`src/rtl/inference_pkg.sv`:
```
// Shared layout constants and loader state encoding for the weight loader and inference FSM.
package inference_pkg;

    localparam logic [7:0]  MAGIC_BYTE     = 8'hA5;
    localparam int unsigned VOCAB_SIZE     = 16;
    localparam int unsigned EMBEDDING_SIZE = 16;
    localparam int unsigned LINEAR_SIZE    = 16;

    // Embedding table, linear weights, then one bias word per linear output.
    localparam int unsigned MODEL_WORDS = VOCAB_SIZE * EMBEDDING_SIZE
                                        + EMBEDDING_SIZE * LINEAR_SIZE
                                        + LINEAR_SIZE;

    typedef enum logic [2:0] {
        ST_IDLE    = 3'd0,
        ST_CNT_LO  = 3'd1,
        ST_CNT_HI  = 3'd2,
        ST_DATA_LO = 3'd3,
        ST_DATA_HI = 3'd4,
        ST_WRITE   = 3'd5,
        ST_CHECK   = 3'd6
    } state_t;

endpackage

```
`src/rtl/xor_checksum8.sv`:
```
// Running 8-bit XOR checksum with synchronous clear.
module xor_checksum8 (
    input  logic       clk,
    input  logic       reset,
    input  logic       i_clear,
    input  logic       i_enable,
    input  logic [7:0] i_data,
    output logic [7:0] o_acc
);

    logic [7:0] r_acc;

    // Accumulate on enable; clear has priority.
    always_ff @(posedge clk) begin
        if (reset || i_clear) begin
            r_acc <= 8'h00;
        end else if (i_enable) begin
            r_acc <= r_acc ^ i_data;
        end
    end

    assign o_acc = r_acc;

endmodule

```
`src/rtl/weight_loader.sv`:
```
// Framed byte stream to 16-bit RAM writes with XOR checksum verification.
module weight_loader
    import inference_pkg::*;
#(
    parameter int unsigned ADDR_W    = 27,
    parameter int unsigned BASE_ADDR = 0,
    parameter int unsigned MAX_WORDS = 1024,
    parameter logic [7:0]  MAGIC     = MAGIC_BYTE
) (
    input  logic              clk,
    input  logic              reset,
    input  logic [7:0]        rx_data,
    input  logic              rx_valid,
    output logic              rx_ready,
    output logic [ADDR_W-1:0] write_address,
    output logic [15:0]       write_data,
    output logic              write_request,
    input  logic              write_ack,
    output logic              busy,
    output logic              load_done,
    output logic              load_error,
    output logic [15:0]       words_written
);

    // The last written word must still be addressable.
    if (64'(BASE_ADDR) + 64'(MAX_WORDS) > (64'(1) << ADDR_W)) begin : g_addr_range_check
        $error("weight_loader: BASE_ADDR + MAX_WORDS exceeds the address space");
    end

    state_t            r_state;
    logic              r_rx_ready;
    logic [ADDR_W-1:0] r_write_address;
    logic [15:0]       r_write_data;
    logic              r_write_request;
    logic              r_busy;
    logic              r_load_done;
    logic              r_load_error;
    logic [15:0]       r_words_written;
    logic [15:0]       r_index;
    logic [15:0]       r_count;
    logic [7:0]        r_lo;

    logic              w_accept;
    logic              w_is_magic;
    logic [15:0]       w_count;
    logic              w_ck_clear;
    logic              w_ck_enable;
    logic [7:0]        w_ck_byte;
    logic [7:0]        w_ck_acc;

    assign w_accept    = rx_valid && r_rx_ready;
    assign w_is_magic  = (rx_data == MAGIC);
    assign w_count     = {rx_data, r_count[7:0]};
    assign w_ck_clear  = (r_state == ST_IDLE) && w_accept && w_is_magic;
    assign w_ck_enable = (r_state == ST_DATA_HI) && w_accept;
    assign w_ck_byte   = r_lo ^ rx_data;

    xor_checksum8 u_checksum (
        .clk      (clk),
        .reset    (reset),
        .i_clear  (w_ck_clear),
        .i_enable (w_ck_enable),
        .i_data   (w_ck_byte),
        .o_acc    (w_ck_acc)
    );

    // Frame parser and write-port FSM; rx_ready is low only while a write is pending.
    always_ff @(posedge clk) begin
        if (reset) begin
            r_state         <= ST_IDLE;
            r_rx_ready      <= 1'b0;
            r_write_address <= '0;
            r_write_data    <= 16'h0000;
            r_write_request <= 1'b0;
            r_busy          <= 1'b0;
            r_load_done     <= 1'b0;
            r_load_error    <= 1'b0;
            r_words_written <= 16'h0000;
            r_index         <= 16'h0000;
            r_count         <= 16'h0000;
            r_lo            <= 8'h00;
        end else begin
            r_rx_ready <= 1'b1;
            case (r_state)
                ST_IDLE: begin
                    if (w_accept && w_is_magic) begin
                        r_load_done     <= 1'b0;
                        r_load_error    <= 1'b0;
                        r_words_written <= 16'h0000;
                        r_index         <= 16'h0000;
                        r_busy          <= 1'b1;
                        r_state         <= ST_CNT_LO;
                    end
                end
                ST_CNT_LO: begin
                    if (w_accept) begin
                        r_count[7:0] <= rx_data;
                        r_state      <= ST_CNT_HI;
                    end
                end
                ST_CNT_HI: begin
                    if (w_accept) begin
                        r_count <= w_count;
                        if (w_count > 16'(MAX_WORDS)) begin
                            r_load_error <= 1'b1;
                            r_busy       <= 1'b0;
                            r_state      <= ST_IDLE;
                        end else if (w_count == 16'h0000) begin
                            r_state <= ST_CHECK;
                        end else begin
                            r_state <= ST_DATA_LO;
                        end
                    end
                end
                ST_DATA_LO: begin
                    if (w_accept) begin
                        r_lo    <= rx_data;
                        r_state <= ST_DATA_HI;
                    end
                end
                ST_DATA_HI: begin
                    if (w_accept) begin
                        r_write_data    <= {rx_data, r_lo};
                        r_write_address <= ADDR_W'(BASE_ADDR) + ADDR_W'(r_index);
                        r_write_request <= 1'b1;
                        r_rx_ready      <= 1'b0;
                        r_state         <= ST_WRITE;
                    end
                end
                ST_WRITE: begin
                    if (write_ack) begin
                        r_write_request <= 1'b0;
                        r_index         <= r_index + 16'd1;
                        r_words_written <= r_words_written + 16'd1;
                        if ((r_index + 16'd1) == r_count) begin
                            r_state <= ST_CHECK;
                        end else begin
                            r_state <= ST_DATA_LO;
                        end
                    end else begin
                        r_rx_ready <= 1'b0;
                    end
                end
                ST_CHECK: begin
                    if (w_accept) begin
                        if (rx_data == w_ck_acc) begin
                            r_load_done <= 1'b1;
                        end else begin
                            r_load_error <= 1'b1;
                        end
                        r_busy  <= 1'b0;
                        r_state <= ST_IDLE;
                    end
                end
                default: begin
                    r_busy  <= 1'b0;
                    r_state <= ST_IDLE;
                end
            endcase
        end
    end

    assign rx_ready      = r_rx_ready;
    assign write_address = r_write_address;
    assign write_data    = r_write_data;
    assign write_request = r_write_request;
    assign busy          = r_busy;
    assign load_done     = r_load_done;
    assign load_error    = r_load_error;
    assign words_written = r_words_written;

endmodule

```
`config.mk`:
```
export PLATFORM = sky130hd
export DESIGN_NAME = weight_loader
export DESIGN_NICKNAME = d
export VERILOG_FILES = /design/src/rtl/inference_pkg.sv /design/src/rtl/xor_checksum8.sv /design/src/rtl/weight_loader.sv
export SDC_FILE = /design/constraint.sdc
export NUM_CORES = 1
export LEC_CHECK = 0
export BUFFER_PORTS_ARGS = -buffer_cell sky130_fd_sc_hd__buf_2
export CORE_MARGIN = 10
export CORE_UTILIZATION = 55
export DETAILED_ROUTE_END_ITERATION = 8
export PLACE_DENSITY = 0.77
export SLEW_MARGIN = 20
export SYNTH_ARGS = -nofsm -noshare
export SYNTH_HDL_FRONTEND = slang
export SYNTH_SLANG_ARGS = --single-unit
```
`constraint.sdc`:
```
create_clock -name clk -period 7.3 [get_ports clk]
set_input_delay 1.095 -clock clk [delete_from_list [all_inputs] [get_ports clk]]
set_output_delay 1.095 -clock clk [all_outputs]
set_load 0.02 [all_outputs]
```
==> metrics.md <==
| Metric | Value |
|---|---|
| Pin count of the biggest net entering global routing | 83 |
| H-tree Lvls | 3 |
| Mean post-synth cell area | between 7 and 8 um2 |
| Ports | 76 |
| Leakage | 0.00213 uW |
| Switching share of power | 0.237 |
| Netlist cell types | between 50 and 60 |
| Diode count | 0 |
| Mapped Cells | 651 |
| Hpwl dp | ~9100 um |
| CP Launch Type | primary input |
| Worst-path maximum fanout | 13 |
| Final setup fails | 0 |
| Root Buffer | clkbuf_8 |
| Clock Path Buffers | 2 |
| Final period utilization | 0.429 |
| Worst hold start | write_address[13]$_SDFFE_PP0P_ |
| First-pass GRT wire length | 20,700 um |
| PortBufs | 64 |
| Crit path DAT | 3380 ps |
| Vias | 4,572 |
| Synth Cell Area | 0.00513 mm2 |
| Vias in the first global route | 4,214 |
| Syn-to-layout area delta | 8.41% |
| Clk pwr share | 0.383 |
| Crit Path Class | in -> reg |
| Hold Path Class | reg -> reg |
| Synth Register Bits | around 100 |
| Post-synth EDFFs | 0 |
| Sequential cell area fraction in the yosys report | 0.405 |
| RSZ-0062 raised after global routing | false |
| Gr ovfl total | 0 |
| Slew HR | 0.423 |
| F_max | 0.319 GHz |
| Fin cells | 791 |
| ANT nets after route | 0 |
| Detailed-route DRC error count | 0 |
| Maximum vdd drop | 99.8 uV |
| Initial antenna violation count | 0 |
| Post-cts sizing count | 0 |
| Crit. End Element | flip-flop |
| Sequential power share | 0.581 |
| WL final | between 10,000 and 15,000 um |
| Clock Pin Slew Worst Setup and Hold Paths | 100 ps |
| Placed insts | 775 |
| Horiz. Die Dim | around 120 um |
| Initial core utilization | 0.561 |
| Pwr Density | around 180 mW/mm2 |
| Initial drt markers | about 400 |
| Worst EP required | 7540 ps |
| Die area | 0.0136 mm2 |
| Worst Tran Pin Value | slightly below 900 ps |
| Internal | 745 uW |
| Comb pwr share | 0.036 |
| List of most frequent post-synthesis cells | 104 x dfxtp_1, 91 x nand2_1, 67 x a21oi_1 |
| Synth area leaders | dfxtp_1 41%, nand2_1 6.7%, a21oi_1 6.5%, mux2i_1 5.3%, nor2_1 4.5% |
| # rows | 35 |
| Fin nets | 689 |
| Die Height | 117 um |
| Total power | 976 uW |
| Post-CTS setup buffer count | 0 |
| Synth Flop Type | dfxtp_1 |
| Hold path cells | 2 |
| Wirelength per Cell | 16.5 um |
| Max Cap Violations | 0 |
| Vias per cell | 5.78 |
| Post-route minimum period | 3130 ps |
| Worst-Skew Late Latency | 370 ps |
| Outcome | finished, final reports clean |
| Asr flop ratio synth | 0 |
| Share of cells above drive strength 1 | 0.135 |
| Setup TNS | 0 ps |
| Clk sinks | 104 |
| Worst reg2reg path depth | 7 |
| Synth warn | 0 |
| Synth top area share | 0.405 |
| Flop2flop setup slack | 4470 ps |
| Slew Limit Fails | 0 |
| TritonCTS Buffers | 9 |
| DR pass1 iterations | 7 |
| Final hold violation count | 0 |
| Gpl congestion | 0.876 |
| RR Startpoint | r_index[0]$_SDFFE_PP0P_ |
| Net switching power figure | roughly 230 uW |
| Global-route total usage across every layer | 0.190 |
| Core Area | just over 0.009 mm2 |
| Hold Crit Endpoint | write_address[13]$_SDFFE_PP0P_ |
| Most numerous cell in the Yosys netlist | dfxtp_1 |
| Biggest area consumer among synthesized cells | dfxtp_1 |
| TritonCTS clock tree | yes |
| # hold bufs at CTS | 0 |
| Clock skew | 11.4 ps |
| R2r endpoint | r_state[2]$_SDFFE_PP0P_ |
==> sequential cells by signal, summed over array words and instances, names as in the netlist, 3 cells and up <==
signal            flops
u_checksum.o_acc      8
r_state               3
r_index              16
write_address        16
r_lo                  8
write_data           16
words_written        16
r_count              16
==> placed cells by master, fill, tap and decap left out, types with 7 or more instances in the layout <==
master	instances
and3_1	10
xor2_1	19
clkbuf_8	10
xnor2_1	24
nor3_1	10
o21ai_0	34
nor2b_1	7
conb_1	11
nand2_1	91
a21oi_1	67
mux2i_1	27
nand4_1	11
dfxtp_1	104
inv_1	9
or3_1	14
nor2_1	62
buf_2	64
nand3_1	22
nor4_1	12
==> kinds of logic after synthesis <==
| group | after synthesis | synth area share |
|---|---|---|
| simple gates | 269 | 0.252 |
| compound gates | 132 | 0.147 |
| flops | 104 | 0.405 |
| buf+inv | 73 | 0.0638 |
| xor+xnor | 43 | 0.0733 |
| mux | 27 | 0.0526 |
| fa+ha+maj | 2 | 0.00487 |
| other cells | 1 | 0.000730 |
==> metal layers <==
| layer | share of wire | wire (um) | up-vias | global-route usage |
|---|---|---|---|---|
| li1 | - | - | 2269 | - |
| met1 | 0.44 | 5710 | 2137 | 0.235 |
| met2 | 0.48 | 6220 | 153 | 0.313 |
| met3 | 0.075 | 974 | 13 | 0.0483 |
| met4 | 0.012 | 159 | 0 | 0.0659 |
| met5 | 0 | 0 | - | 0 |
==> worst max path at each step <==
| stage | slack (ps) | from | cells after the start | endpoint |
|---|---|---|---|---|
| 2_1_floorplan | 4080 | rx_data[3] | 8 | words_written[15]$_SDFFE_PP0P_ |
| 3_3_place_gp | 3810 | rx_data[1] | 7 | words_written[15]$_SDFFE_PP0P_ |
| 4_1_cts | 4190 | rx_data[1] | 7 | words_written[15]$_SDFFE_PP0P_ |
| 5_1_grt | 4070 | rx_data[1] | 7 | words_written[15]$_SDFFE_PP0P_ |
| 3_5_place_dp | 3790 | rx_data[1] | 7 | words_written[15]$_SDFFE_PP0P_ |
| 6_report | 4170 | rx_data[1] | 7 | words_written[15]$_SDFFE_PP0P_ |
==> worst max-delay path: stages <==
cell and delay [ps]:
buf_2 160, or4_1 570, or4_1 590, and2_4 260, or4b_4 490, xor2_1 170, nor2_2 40
==> power by group through the flow <==
stage          combinational, uW  sequential [uW]  clock (uW)
2_1_floorplan               30.5              581           0
3_3_place_gp                33.8              581           0
3_5_place_dp                34.7              581           0
4_1_cts                     34.6              567         380
5_1_grt                     38.1              568         400
6_report                    35.2              567         374
==> area by class of cell <==
class | instances | area (um2)
fill | 836 | 3590
timing repair buffer | 67 | 343
clock inverter | 6 | 67.6
clock buffer | 10 | 138
tap | 111 | 139
inverter | 9 | 33.8
multi-input combinational | 484 | 2760
sequential | 104 | 2080
==> stage by stage <==
stage / setup slack (ps) / hold WS [ps] / utilization / instance area [um2]
after floorplan: 4080 / 457 / - / 5170
after global placement: 3810 / 440 / 0.586 / 5360
after detailed placement: 3790 / 443 / 0.586 / 5360
after CTS: 4190 / 456 / 0.608 / 5570
after global routing: 4070 / 481 / 0.608 / 5570
final: 4170 / 454 / 0.608 / 5570
No activity file was read; power rests on OpenSTA's default activity.
